<file path="src/rtl/seg_scan_if.sv">
// Requester/display bundle between the scan scheduler and its surroundings.
interface seg_scan_if;
   logic        req0;
   logic [15:0] data0;
   logic        req1;
   logic [15:0] data1;
   logic        lz_en;
   logic        gnt0;
   logic        gnt1;
   logic [3:0]  nibble;
   logic [3:0]  seg_ctrl;
   logic        frame_done;

   // Requester/board side: drives requests, watches grants and display lines.
   modport master (
      output req0, data0, req1, data1, lz_en,
      input  gnt0, gnt1, nibble, seg_ctrl, frame_done
   );

   // Scheduler side.
   modport slave (
      input  req0, data0, req1, data1, lz_en,
      output gnt0, gnt1, nibble, seg_ctrl, frame_done
   );
endinterface

</file>
<file path="src/rtl/seg_scan_scheduler.sv">
// Four-digit seven-segment scan controller with a frame-boundary round-robin
// arbiter between two display requesters and optional leading-zero blanking.
module seg_scan_scheduler #(
   parameter int unsigned DIV_WIDTH    = 16,
   parameter int unsigned DIV_MAX      = 49999,
   parameter int unsigned BLANK_CYCLES = 4
) (
   input logic       clk,
   input logic       reset,
   seg_scan_if.slave bus
);

   localparam int unsigned BLK_W = 8;

   typedef enum logic {
      ST_BLANK = 1'b0,
      ST_SHOW  = 1'b1
   } state_t;

   state_t               state;
   logic [1:0]           dig;
   logic [DIV_WIDTH-1:0] div_cnt;
   logic [BLK_W-1:0]     blk_cnt;
   logic [15:0]          disp_q;
   logic                 rr_ptr;

   logic        arb_c;
   logic        win0_c;
   logic        win1_c;
   logic [15:0] disp_nxt_c;
   logic        blk_end_c;
   logic        div_end_c;
   logic        lz_hide_c;
   logic [3:0]  nib_c;
   logic [3:0]  en_c;

   // Frame-gap arbitration and the display word that will be in effect after this edge.
   always_comb begin
      arb_c      = (state == ST_BLANK) && (dig == 2'd0) && (blk_cnt == '0);
      win0_c     = 1'b0;
      win1_c     = 1'b0;
      disp_nxt_c = disp_q;
      if (arb_c) begin
         if (bus.req0 && bus.req1) begin
            win0_c = ~rr_ptr;
            win1_c = rr_ptr;
         end else begin
            win0_c = bus.req0;
            win1_c = bus.req1;
         end
      end
      if (win0_c) begin
         disp_nxt_c = bus.data0;
      end else if (win1_c) begin
         disp_nxt_c = bus.data1;
      end
   end

   // Digit selection, leading-zero test and phase-end detection for the next SHOW cycle.
   always_comb begin
      blk_end_c = (blk_cnt == BLK_W'(BLANK_CYCLES - 1));
      div_end_c = (div_cnt == DIV_WIDTH'(DIV_MAX));
      nib_c     = 4'(disp_nxt_c >> {dig, 2'b00});
      en_c      = ~(4'b0001 << dig);
      lz_hide_c = 1'b0;
      if (bus.lz_en) begin
         case (dig)
            2'd1:    lz_hide_c = (disp_nxt_c[15:4]  == 12'h000);
            2'd2:    lz_hide_c = (disp_nxt_c[15:8]  == 8'h00);
            2'd3:    lz_hide_c = (disp_nxt_c[15:12] == 4'h0);
            default: lz_hide_c = 1'b0;
         endcase
      end
   end

   // Scan FSM, arbiter state and registered display outputs.
   always_ff @(posedge clk or negedge reset) begin
      if (!reset) begin
         state          <= ST_BLANK;
         dig            <= 2'd0;
         div_cnt        <= '0;
         blk_cnt        <= '0;
         disp_q         <= 16'h0000;
         rr_ptr         <= 1'b0;
         bus.seg_ctrl   <= 4'b1111;
         bus.nibble     <= 4'h0;
         bus.gnt0       <= 1'b0;
         bus.gnt1       <= 1'b0;
         bus.frame_done <= 1'b0;
      end else begin
         bus.gnt0       <= win0_c;
         bus.gnt1       <= win1_c;
         bus.frame_done <= 1'b0;
         if (win0_c || win1_c) begin
            disp_q <= disp_nxt_c;
            rr_ptr <= win0_c;
         end
         case (state)
            ST_BLANK: begin
               if (blk_end_c) begin
                  state        <= ST_SHOW;
                  blk_cnt      <= '0;
                  bus.nibble   <= nib_c;
                  bus.seg_ctrl <= lz_hide_c ? 4'b1111 : en_c;
               end else begin
                  blk_cnt <= blk_cnt + BLK_W'(1);
               end
            end
            ST_SHOW: begin
               if (div_end_c) begin
                  state          <= ST_BLANK;
                  div_cnt        <= '0;
                  dig            <= dig + 2'd1;
                  bus.seg_ctrl   <= 4'b1111;
                  bus.frame_done <= (dig == 2'd3);
               end else begin
                  div_cnt      <= div_cnt + DIV_WIDTH'(1);
                  bus.nibble   <= nib_c;
                  bus.seg_ctrl <= lz_hide_c ? 4'b1111 : en_c;
               end
            end
            default: state <= ST_BLANK;
         endcase
      end
   end

endmodule

</file>
<file path="src/flat_wrapper.sv">
// flat-port wrapper written by rule: the top's interface ports become plain ports
module seg_scan_scheduler_flat 
#(
   parameter int unsigned DIV_WIDTH    = 16,
   parameter int unsigned DIV_MAX      = 49999,
   parameter int unsigned BLANK_CYCLES = 4
)
  (clk, reset, bus_req0, bus_data0, bus_req1, bus_data1, bus_lz_en, bus_gnt0, bus_gnt1, bus_nibble, bus_seg_ctrl, bus_frame_done);
  seg_scan_if bus_i ();
  input logic clk;
  input logic reset;
  input wire logic [$bits(bus_i.req0)-1:0] bus_req0;
  input wire logic [$bits(bus_i.data0)-1:0] bus_data0;
  input wire logic [$bits(bus_i.req1)-1:0] bus_req1;
  input wire logic [$bits(bus_i.data1)-1:0] bus_data1;
  input wire logic [$bits(bus_i.lz_en)-1:0] bus_lz_en;
  output wire logic [$bits(bus_i.gnt0)-1:0] bus_gnt0;
  output wire logic [$bits(bus_i.gnt1)-1:0] bus_gnt1;
  output wire logic [$bits(bus_i.nibble)-1:0] bus_nibble;
  output wire logic [$bits(bus_i.seg_ctrl)-1:0] bus_seg_ctrl;
  output wire logic [$bits(bus_i.frame_done)-1:0] bus_frame_done;
  assign bus_i.req0 = bus_req0;
  assign bus_i.data0 = bus_data0;
  assign bus_i.req1 = bus_req1;
  assign bus_i.data1 = bus_data1;
  assign bus_i.lz_en = bus_lz_en;
  assign bus_gnt0 = bus_i.gnt0;
  assign bus_gnt1 = bus_i.gnt1;
  assign bus_nibble = bus_i.nibble;
  assign bus_seg_ctrl = bus_i.seg_ctrl;
  assign bus_frame_done = bus_i.frame_done;
  seg_scan_scheduler #(.DIV_WIDTH(DIV_WIDTH), .DIV_MAX(DIV_MAX), .BLANK_CYCLES(BLANK_CYCLES)) u_core (.clk(clk), .reset(reset), .bus(bus_i));
endmodule
</file>
<file path="config.mk">
export PLATFORM = sky130hd
export DESIGN_NAME = seg_scan_scheduler_flat
export DESIGN_NICKNAME = d
export VERILOG_FILES = /design/src/rtl/seg_scan_if.sv /design/src/rtl/seg_scan_scheduler.sv /design/src/flat_wrapper.sv
export SDC_FILE = /design/constraint.sdc
export NUM_CORES = 1
export LEC_CHECK = 0
export ABC_CLOCK_PERIOD_IN_PS = 5660
export CAP_MARGIN = 20
export CORE_MARGIN = 2
export CORE_UTILIZATION = 55
export CTS_CLUSTER_SIZE = 25
export DETAILED_ROUTE_END_ITERATION = 12
export DONT_BUFFER_PORTS = 1
export HOLD_SLACK_MARGIN = 0.1
export PLACE_DENSITY_LB_ADDON = 0.3
export SLEW_MARGIN = 20
export SYNTH_ARGS = -nofsm -noshare
export SYNTH_HDL_FRONTEND = slang
export SYNTH_SLANG_ARGS = --single-unit
</file>
<file path="constraint.sdc">
create_clock -name clk -period 5.66 [get_ports clk]
set_input_delay 1.132 -clock clk [delete_from_list [all_inputs] [get_ports clk]]
set_output_delay 1.132 -clock clk [all_outputs]
set_load 0.02 [all_outputs]
</file>
# == Word-level counts from Yosys, hierarchy flattened ==
# Cells that the tools add are included.
# word_totals
regBits,55
ram_bits,0
in_bits,37
out_inout_bits,11
mem_bits_ro,0
latch_bits,0
n_memories,0
# classes
n_reduce_logical,11
div,0
muxes,22
eq_ne,7
magnitude_cmp,0
n_shift,2
bitwise,3
addsub,3
mul,0
# op_table
cell,count
two-way mux 16 bit,3
two-way mux 4 bit,5
adder 16 x 1 -> 16 bit (second input constant),1
equality test 16 bit (second input constant),1
zero test 8 bit,2
case mux 4 bit (2 select lines),2
right shift 16 x 4 -> 4 bit,1
zero test 12 bit,1
two-way mux 1 bit,9
adder 8 x 1 -> 8 bit (second input constant),1
equality test 8 x 2 -> 1 bit (second input constant),1
two-way mux 8 bit,1
equality test 2 bit (second input constant),2
zero test 4 bit,1
NOT 4 bit,1
AND reduction 2 bit,2
left shift 1 x 2 -> 4 bit (first input constant),1
logical AND 1 bit,3
case mux 1 bit (3 select lines),1
adder 2 x 1 -> 2 bit (second input constant),1
equality test 2 x 1 -> 1 bit (second input constant),1
zero test 2 bit,1
!= test 2 x 1 -> 1 bit (second input constant),1
!= test 2 bit (second input constant),1
other kinds (3),4

# == Logic depth before layout (Yosys ltp) ==
# Gate-level depths: netlist of run 1.
# depth
depth_word,12
mapped_depth,12
mapped_depth_nobuf,8

# == Worst setup path before layout of run 1 ==
# OpenSTA, ideal clock, no wires.
# synth_timing
kind,input to register
from,input bus_req1
to,register u_core.bus.seg_ctrl[2]
stages,7
arrival_ns,2.774
setup_time_ns,0.089
slack_ns,2.797
path_cell_list,clkbuf_1 > a21boi_2 > nand4_1 > nor2_1 > a31oi_1 > or4_1 > a311oi_2
# synth_via
elab_chain_cells,11
# synth_rtl
element,line_no,text
from (decl),flat_wrapper.sv:14,input wire logic [$bits(bus_i.req1)-1:0] bus_req1;
logical AND 1 bit,seg_scan_scheduler.sv:44,if (bus.req0 && bus.req1) begin
two-way mux 1 bit,seg_scan_scheduler.sv:44,
two-way mux 1 bit,seg_scan_scheduler.sv:43,if (arb_c) begin
two-way mux 16 bit,seg_scan_scheduler.sv:54,end else if (win1_c) begin
two-way mux 16 bit *,seg_scan_scheduler.sv:52,if (win0_c) begin
"zero test 12 bit, or another cell as far along",seg_scan_scheduler.sv:68,2'd1: lz_hide_c = (disp_nxt_c[15:4] == 12'h000);
case mux 1 bit (3 select lines) *,seg_scan_scheduler.sv:67,case (dig)
two-way mux 1 bit *,seg_scan_scheduler.sv:66,if (bus.lz_en) begin
two-way mux 4 bit *,"seg_scan_scheduler.sv:104, seg_scan_scheduler.sv:119",
"two-way mux 4 bit, on equally long branches","seg_scan_scheduler.sv:110, seg_scan_scheduler.sv:100",
case mux 4 bit (2 select lines) *,seg_scan_scheduler.sv:98,case (state)
to (signal assigned),seg_scan_scheduler.sv:104,bus.seg_ctrl <= lz_hide_c ? 4'b1111 : en_c;
to (signal assigned),seg_scan_scheduler.sv:119,bus.seg_ctrl <= lz_hide_c ? 4'b1111 : en_c;
to (decl),seg_scan_if.sv:23,"output gnt0, gnt1, nibble, seg_ctrl, frame_done"
# Every way passes the cells marked *; elsewhere a longest branch is shown, timed or not. The select of a mux whose other input is x is not followed.
# A chain may end at the register's enable or synchronous reset.

# == Final worst setup path of run 1 ==
# layout_timing
from,register u_core.dig[0]
to,register u_core.bus.seg_ctrl[2]
# layout_via
elab_chain_cells,12
# layout_rtl
element,line_no,text
from (decl),seg_scan_scheduler.sv:21,logic [1:0] dig;
from (signal assigned),seg_scan_scheduler.sv:113,dig <= dig + 2'd1;
zero test 2 bit,seg_scan_scheduler.sv:39,arb_c = (state == ST_BLANK) && (dig == 2'd0) && (blk_cnt == '0);
logical AND 1 bit (2 in a row),seg_scan_scheduler.sv:39,
two-way mux 1 bit,seg_scan_scheduler.sv:43,
two-way mux 16 bit,seg_scan_scheduler.sv:54,
two-way mux 16 bit,seg_scan_scheduler.sv:52,
"zero test 12 bit, or another cell as far along",seg_scan_scheduler.sv:68,
case mux 1 bit (3 select lines),seg_scan_scheduler.sv:67,
two-way mux 1 bit,seg_scan_scheduler.sv:66,
two-way mux 4 bit *,"seg_scan_scheduler.sv:104, seg_scan_scheduler.sv:119",
"two-way mux 4 bit, on equally long branches","seg_scan_scheduler.sv:110, seg_scan_scheduler.sv:100",
case mux 4 bit (2 select lines) *,seg_scan_scheduler.sv:98,
# Marked as above.

==> metrics, run 1 <==
cell area after placement=2870 um^2; Worst Setup End Kind=register; parity-gate share of the synthesized area counting xor and xnor cells=0.0526; max capacitance violation total=0; Layout area overhead=4.38%; final-layout fill cell count=436; actual slew at the worst max-slew pin=0.859 ns; global routing met1 resource utilization=0.341; Startpoint Class=register; via/cell ratio=6.01; sinks on the clock net=55; number of setup buffers added after CTS=0; Antenna Cells=0; mux share of post-synthesis cell area=0.0212; CP required=approximately 6 ns; first-pass GRT wire length=9680 um; final critical-path share of the clock period=0.577; final slew viol count=0; Mapped Nets=337; starting density of the core=0.561; Clock Skew=between 0.009 and 0.01 ns; routing layer with the top usage in global route=met1; multi-input logic area=around 1400 um^2; CTS hold repair buffers=0; die width=75.7 um; routed wirelength normalized by instance count=16.1 um; area inside the core boundary=5040 um^2; final setup vio count=0; main area contributors after synthesis=sky130_fd_sc_hd__dfrtp_1 45%, sky130_fd_sc_hd__nand2_1 5.6%, sky130_fd_sc_hd__nand3_1 4.2%; Core Rows=26; Yosys warnings=0; cell type contributing the most total cell area after synthesis=sky130_fd_sc_hd__dfrtp_1; Setup TNS Final=0 ns; number of global-route vias before repair=1972; post-synthesis sequential area ratio=0.488; post-layout net count=333; number of vias after detailed routing=2158; footprint of the flip-flops and latches=1380 um^2; vertical die dimension=between 70 and 80 um; leakage dissipation=1.29 nW; Tot GR Track Use=0.227; Design Power=0.651 mW; cell breakdown of the critical path=inv_1 > ha_1 > and3b_1 > nand4_1 > nor2_1 > a31oi_1 > or4_1 > a311oi_2; GR Layer Usage met3=0.0648; number of optimization iterations in the first detailed-route pass=4; share of synthesized flip-flops with an asynchronous set or reset=1.00; die footprint=5740 um^2; count of antenna-violating nets left after detailed routing=0; global routing met2 resource utilization=0.327; critical path class=register to register; Hold Path Class=register to register; post-synthesis register bit count=55; proportion of layout cells with a drive suffix above 1=0.0588; final hold viol count=0; buffers added on ports=0; top-level I/O count=48; clock latency on the worst-skew pair=0.31 ns; most common cell after layout, fill and taps aside=sky130_fd_sc_hd__dfrtp_1; antenna violations before repair=0; # H-tree levels=2; fraction of the mapped netlist area in compound gates=0.142; synthesized area per cell=9.69 um^2; wire length reported by the detailed router=about 5800 um; standard cell with the maximum stage delay on the critical path=sky130_fd_sc_hd__or4_1; GRT overflow=0; count of cell types in the netlist=49; critical path fanouts, max=15; total buffers and inverters traversed by the critical path=1; final critical delay including setup and external delays=3.27 ns; EDFF count, synth=0; placer's final routability congestion estimate=0.859; Primary FF master, synth=sky130_fd_sc_hd__dfrtp_1; Worst Setup Slack post-DPL=2.37 ns; portion of synthesized cell area occupied by the leading cell type=0.451; commonest non-fill, non-tap cells in the layout=51 x sky130_fd_sc_hd__dfrtp_1, 42 x sky130_fd_sc_hd__nand2_1, 30 x sky130_fd_sc_hd__nor2_1; worst ir drop on vdd=between 0.0001 and 0.00015 V; count of cells resized by post-cts repair=0; post-route DRC violation count=0; maximum single-stage delay on the critical path=just under 0.6 ns; power per standard cell area=221 nW/um^2; CTS Root Cell=sky130_fd_sc_hd__clkbuf_8; cell family contributing the most delay on the critical path=simple AND/OR/NAND/NOR gates; relative max-transition margin=0.425; result of the run=finished clean; post-synthesis simple-gate area fraction=0.233; design area=between 2000 and 3000 um^2; clock transition time at the flip-flop clock pins of the worst setup and hold paths=0.09 ns; Crit path arrival time=3.49 ns; placed wire-length estimate after detailed placement=4210 um; dominant combinational cell family by area after synthesis=simple AND/OR/NAND/NOR gates; Post-Synth Adder-Cell Area=0.0354; Syn Std Cell Area=2830 um^2; crit path setup slack, layout=about 2.4 ns; f_max=306 MHz; DRC violation total after the first TritonRoute iteration=135; CTS tree=done; unrepaired setup endpoints after global routing=no; Cells after Synth=about 300; total clock buffers created by CTS=5; largest net degree at the start of global routing=56; CTS Buffer Depth=2
-- synthesized netlist by cell type (all sizes together), types with 2 or more instances --
master,n
dfrtp,51
nand2,42
nor2,30
nand3,25
o21ai,14
nand4,11
xnor2,10
clkbuf,8
ha,8
inv,8
o211ai,8
a21oi,7
xor2,7
mux2i,6
nor4,5
a31oi,4
and3,4
dfstp,4
o41a,4
a32oi,3
and4,3
buf,3
and2,2
and3b,2
nand2b,2
o2bb2ai,2
o41ai,2
-- sequential cells by signal (all words and copies together), names as in the netlist --
name / cells
u_core.blk_cnt: 8
u_core.bus.gnt0: 1
u_core.rr_ptr: 1
u_core.div_cnt: 16
u_core.bus.gnt1: 1
u_core.state: 1
u_core.bus.frame_done: 1
u_core.bus.nibble: 4
u_core.bus.seg_ctrl: 4
u_core.dig: 2
u_core.disp_q: 16
-- power breakdown --
part	leakage, nW	switching [mW]	internal (mW)
clock	0.0422	0.120	0.0872
combinational	0.559	0.0208	0.0122
sequential	0.693	0.00714	0.404
-- metrics by stage --
stage	hold slack [ns]	utilization	instances
after floorplan	0.443	-	292
after global placement	0.458	0.570	351
after detailed placement	0.465	0.570	351
after CTS	0.488	0.586	359
after global routing	0.487	0.586	359
final	0.483	0.586	359
-- layer usage --
metal / wire (um) / part of all wire / vias up
met2: 2520 / 0.44 / 61
met4: 61 / 0.011 / 0
met1: 2790 / 0.48 / 1043
li1: - / - / 1047
met5: 0 / 0 / -
met3: 413 / 0.071 / 7
-- worst paths after layout --
path / from / cells past startpoint / end / slack, ns
max in group asynchronous: reset / 0 / u_core.bus.seg_ctrl[3]$_DFFE_PN1P_ / 4.96
setup / recovery: u_core.dig[0]$_DFFE_PN0P_ / 8 / u_core.bus.seg_ctrl[2]$_DFFE_PN1P_ / 2.39
hold / removal: u_core.disp_q[1]$_DFFE_PN0P_ / 2 / u_core.disp_q[1]$_DFFE_PN0P_ / 0.48
min in group asynchronous: reset / 0 / u_core.blk_cnt[2]$_DFFE_PN0N_ / 0.51
setup reg to reg: u_core.dig[0]$_DFFE_PN0P_ / 8 / u_core.bus.seg_ctrl[2]$_DFFE_PN1P_ / 2.39
hold reg to reg: u_core.disp_q[1]$_DFFE_PN0P_ / 2 / u_core.disp_q[1]$_DFFE_PN0P_ / 0.48
-- cell type report --
class | count | area share
Sequential cell | 55 | 0.468
Multi-Input combinational cell | 217 | 0.464
Tap cell | 70 | 0.0296
Clock buffer | 7 | 0.0258
Inverter | 9 | 0.0114
Clock inverter | 1 | 0.00169
-- cells by family after synthesis --
logic type / after synthesis
xor gates and xnor gates: 17
and+or+nand+nor: 131
muxes: 6
AOI/OAI and AO/OA: 55
adders and majority gates: 8
buffers and inverters: 20
DFF: 55
-- tightest hold or removal path, delay by kind of cell (launching register included) --
kind          cells  cell delay [ns]
flops             1             0.33
simple gates      2             0.12
(Power assumes the default switching activity.)
==> run 2, diff against run 1 <==
- ABC_CLOCK_PERIOD_IN_PS: 5660 -> 2970
- clock period: 5.66 -> 2.97 ns (I/O delays scaled with it)
==> run 2 against run 1 <==
Combinational power rose to 2.7 times the previous value; maximum frequency rose by 22%; wire length is 10% higher.
==> metrics, run 2 (synthesis gave the netlist of run 1 again) <==
tightest hold margin=0.122 ns; CTS Buffer Depth=2; number of setup buffers added after CTS=0; post-layout net count=341; relative max-transition margin=0.381; Core Util, Final=0.604; final setup vio count=0; count of cells resized by post-cts repair=0; power per standard cell area=421 nW/um^2; GRT overflow=0; Startpoint Class=register; cell breakdown of the critical path=nor4_1 > nand4_1 > a2bb2oi_1 > inv_1 > nand2_1 > o211ai_1; final critical delay including setup and external delays=between 2 and 3 ns; wire length reported by the detailed router=6380 um; buffers added on ports=0; reg-to-reg critical path endpoint=u_core.bus.nibble[0]$_DFFE_PN0P_; DRC violation total after the first TritonRoute iteration=197; critical path fanouts, max=11; standard cell with the maximum stage delay on the critical path=sky130_fd_sc_hd__a2bb2oi_1; Setup TNS Final=0 ns; routed wirelength normalized by instance count=17.4 um; worst ir drop on vdd=0.000237 V; number of global-route vias before repair=approximately 2.1k; Core Rows=26; final slew viol count=0; CP required=between 3 and 4 ns; vertical die dimension=75.7 um; total buffers and inverters traversed by the critical path=1; setup slack of the most critical reg-to-reg path=0.29 ns; CTS tree=done; actual slew at the worst max-slew pin=0.924 ns; Clock Skew=about 0.0075 ns; cells on worst reg2reg path=6; f_max=374 MHz; die footprint=around 5700 um^2; clock latency on the worst-skew pair=slightly above 0.3 ns; clock transition time at the flip-flop clock pins of the worst setup and hold paths=0.10 ns; area inside the core boundary=5040 um^2; via/cell ratio=6.17; # H-tree levels=2; final hold viol count=0; placed wire-length estimate after detailed placement=4570 um; final critical-path share of the clock period=0.901; post-route DRC violation count=0; placer's final routability congestion estimate=just under 0.9; final-layout fill cell count=between 400 and 500; total clock buffers created by CTS=5; leading registers by flop count=u_core.disp_q x16, u_core.div_cnt x16, u_core.blk_cnt x8; Layout area overhead=7.56%; most common cell after layout, fill and taps aside=sky130_fd_sc_hd__dfrtp_1; number of standard cells in the final layout excluding fillers=between 300 and 400; die width=75.7 um; first-pass GRT wire length=slightly above 10000 um; critical path class=register to register; Antenna Cells=0; leakage dissipation=1.34 nW; Worst Setup End Kind=register; count of antenna-violating nets left after detailed routing=0; maximum single-stage delay on the critical path=slightly above 0.8 ns; commonest non-fill, non-tap cells in the layout=51 x sky130_fd_sc_hd__dfrtp_1, 42 x sky130_fd_sc_hd__nand2_1, 30 x sky130_fd_sc_hd__nor2_1; result of the run=finished clean; antenna violations before repair=0; starting density of the core=0.561; unrepaired setup endpoints after global routing=no; max capacitance violation total=0; number of vias after detailed routing=2265; Hold Path Class=primary input to async pin; number of optimization iterations in the first detailed-route pass=4; placed cells=357; sinks on the clock net=55; startpoint of the worst register-to-register path=u_core.div_cnt[11]$_DFFE_PN0P_; proportion of layout cells with a drive suffix above 1=0.0875; Tot GR Track Use=0.240; top-level I/O count=48; largest net degree at the start of global routing=52; CTS hold repair buffers=1; cell family contributing the most delay on the critical path=simple AND/OR/NAND/NOR gates; Crit path arrival time=between 2 and 3 ns; CTS Root Cell=sky130_fd_sc_hd__clkbuf_8
==> run 2: final cells by class <==
| cell class | count | area, um^2 | area share |
|---|---|---|---|
| tap | 70 | 87.6 | 0.0288 |
| timing repair buffer | 8 | 82.6 | 0.0271 |
| inverter | 9 | 33.8 | 0.0111 |
| multi-input combinational | 217 | 1370 | 0.450 |
| clock buffer | 5 | 68.8 | 0.0226 |
| sequential | 55 | 1380 | 0.454 |
| clock inverter | 3 | 20.0 | 0.00658 |
==> run 2: layer usage <==
metal,GRT usage,routed length [um]
met4,0.0799,101
met5,0,0
met2,0.363,2910
met3,0.0675,497
met1,0.334,2870
==> run 2: worst max path at each step <==
stage / start / endpoint / slack [ns] / depth (start not counted)
detailed placement: u_core.dig[1]$_DFFE_PN0P_ / u_core.bus.seg_ctrl[2]$_DFFE_PN1P_ / 0.36 / 9
floorplan: u_core.dig[0]$_DFFE_PN0P_ / u_core.bus.seg_ctrl[2]$_DFFE_PN1P_ / 0.28 / 12
finish: u_core.div_cnt[11]$_DFFE_PN0P_ / u_core.bus.nibble[0]$_DFFE_PN0P_ / 0.29 / 6
global placement: u_core.blk_cnt[0]$_DFFE_PN0N_ / u_core.bus.seg_ctrl[2]$_DFFE_PN1P_ / 0.42 / 9
global route: u_core.dig[1]$_DFFE_PN0P_ / u_core.bus.seg_ctrl[2]$_DFFE_PN1P_ / 0.18 / 8
CTS: u_core.dig[1]$_DFFE_PN0P_ / u_core.bus.seg_ctrl[2]$_DFFE_PN1P_ / 0.32 / 8
==> run 2: per-stage QoR <==
step	area [um^2]	setup WS [ns]	total power, mW
after CTS	3030	0.316	1.29
final	3040	0.295	1.28
after global routing	3040	0.175	1.34
after floorplan	2830	0.276	0.845
after global placement	2920	0.421	0.865
after detailed placement	2920	0.358	0.867
==> run 2: where the power goes <==
part	internal (mW)	total, mW	switching (mW)
Combinational	0.0319	0.0887	0.0568
Clock	0.164	0.409	0.244
Sequential	0.770	0.784	0.0140
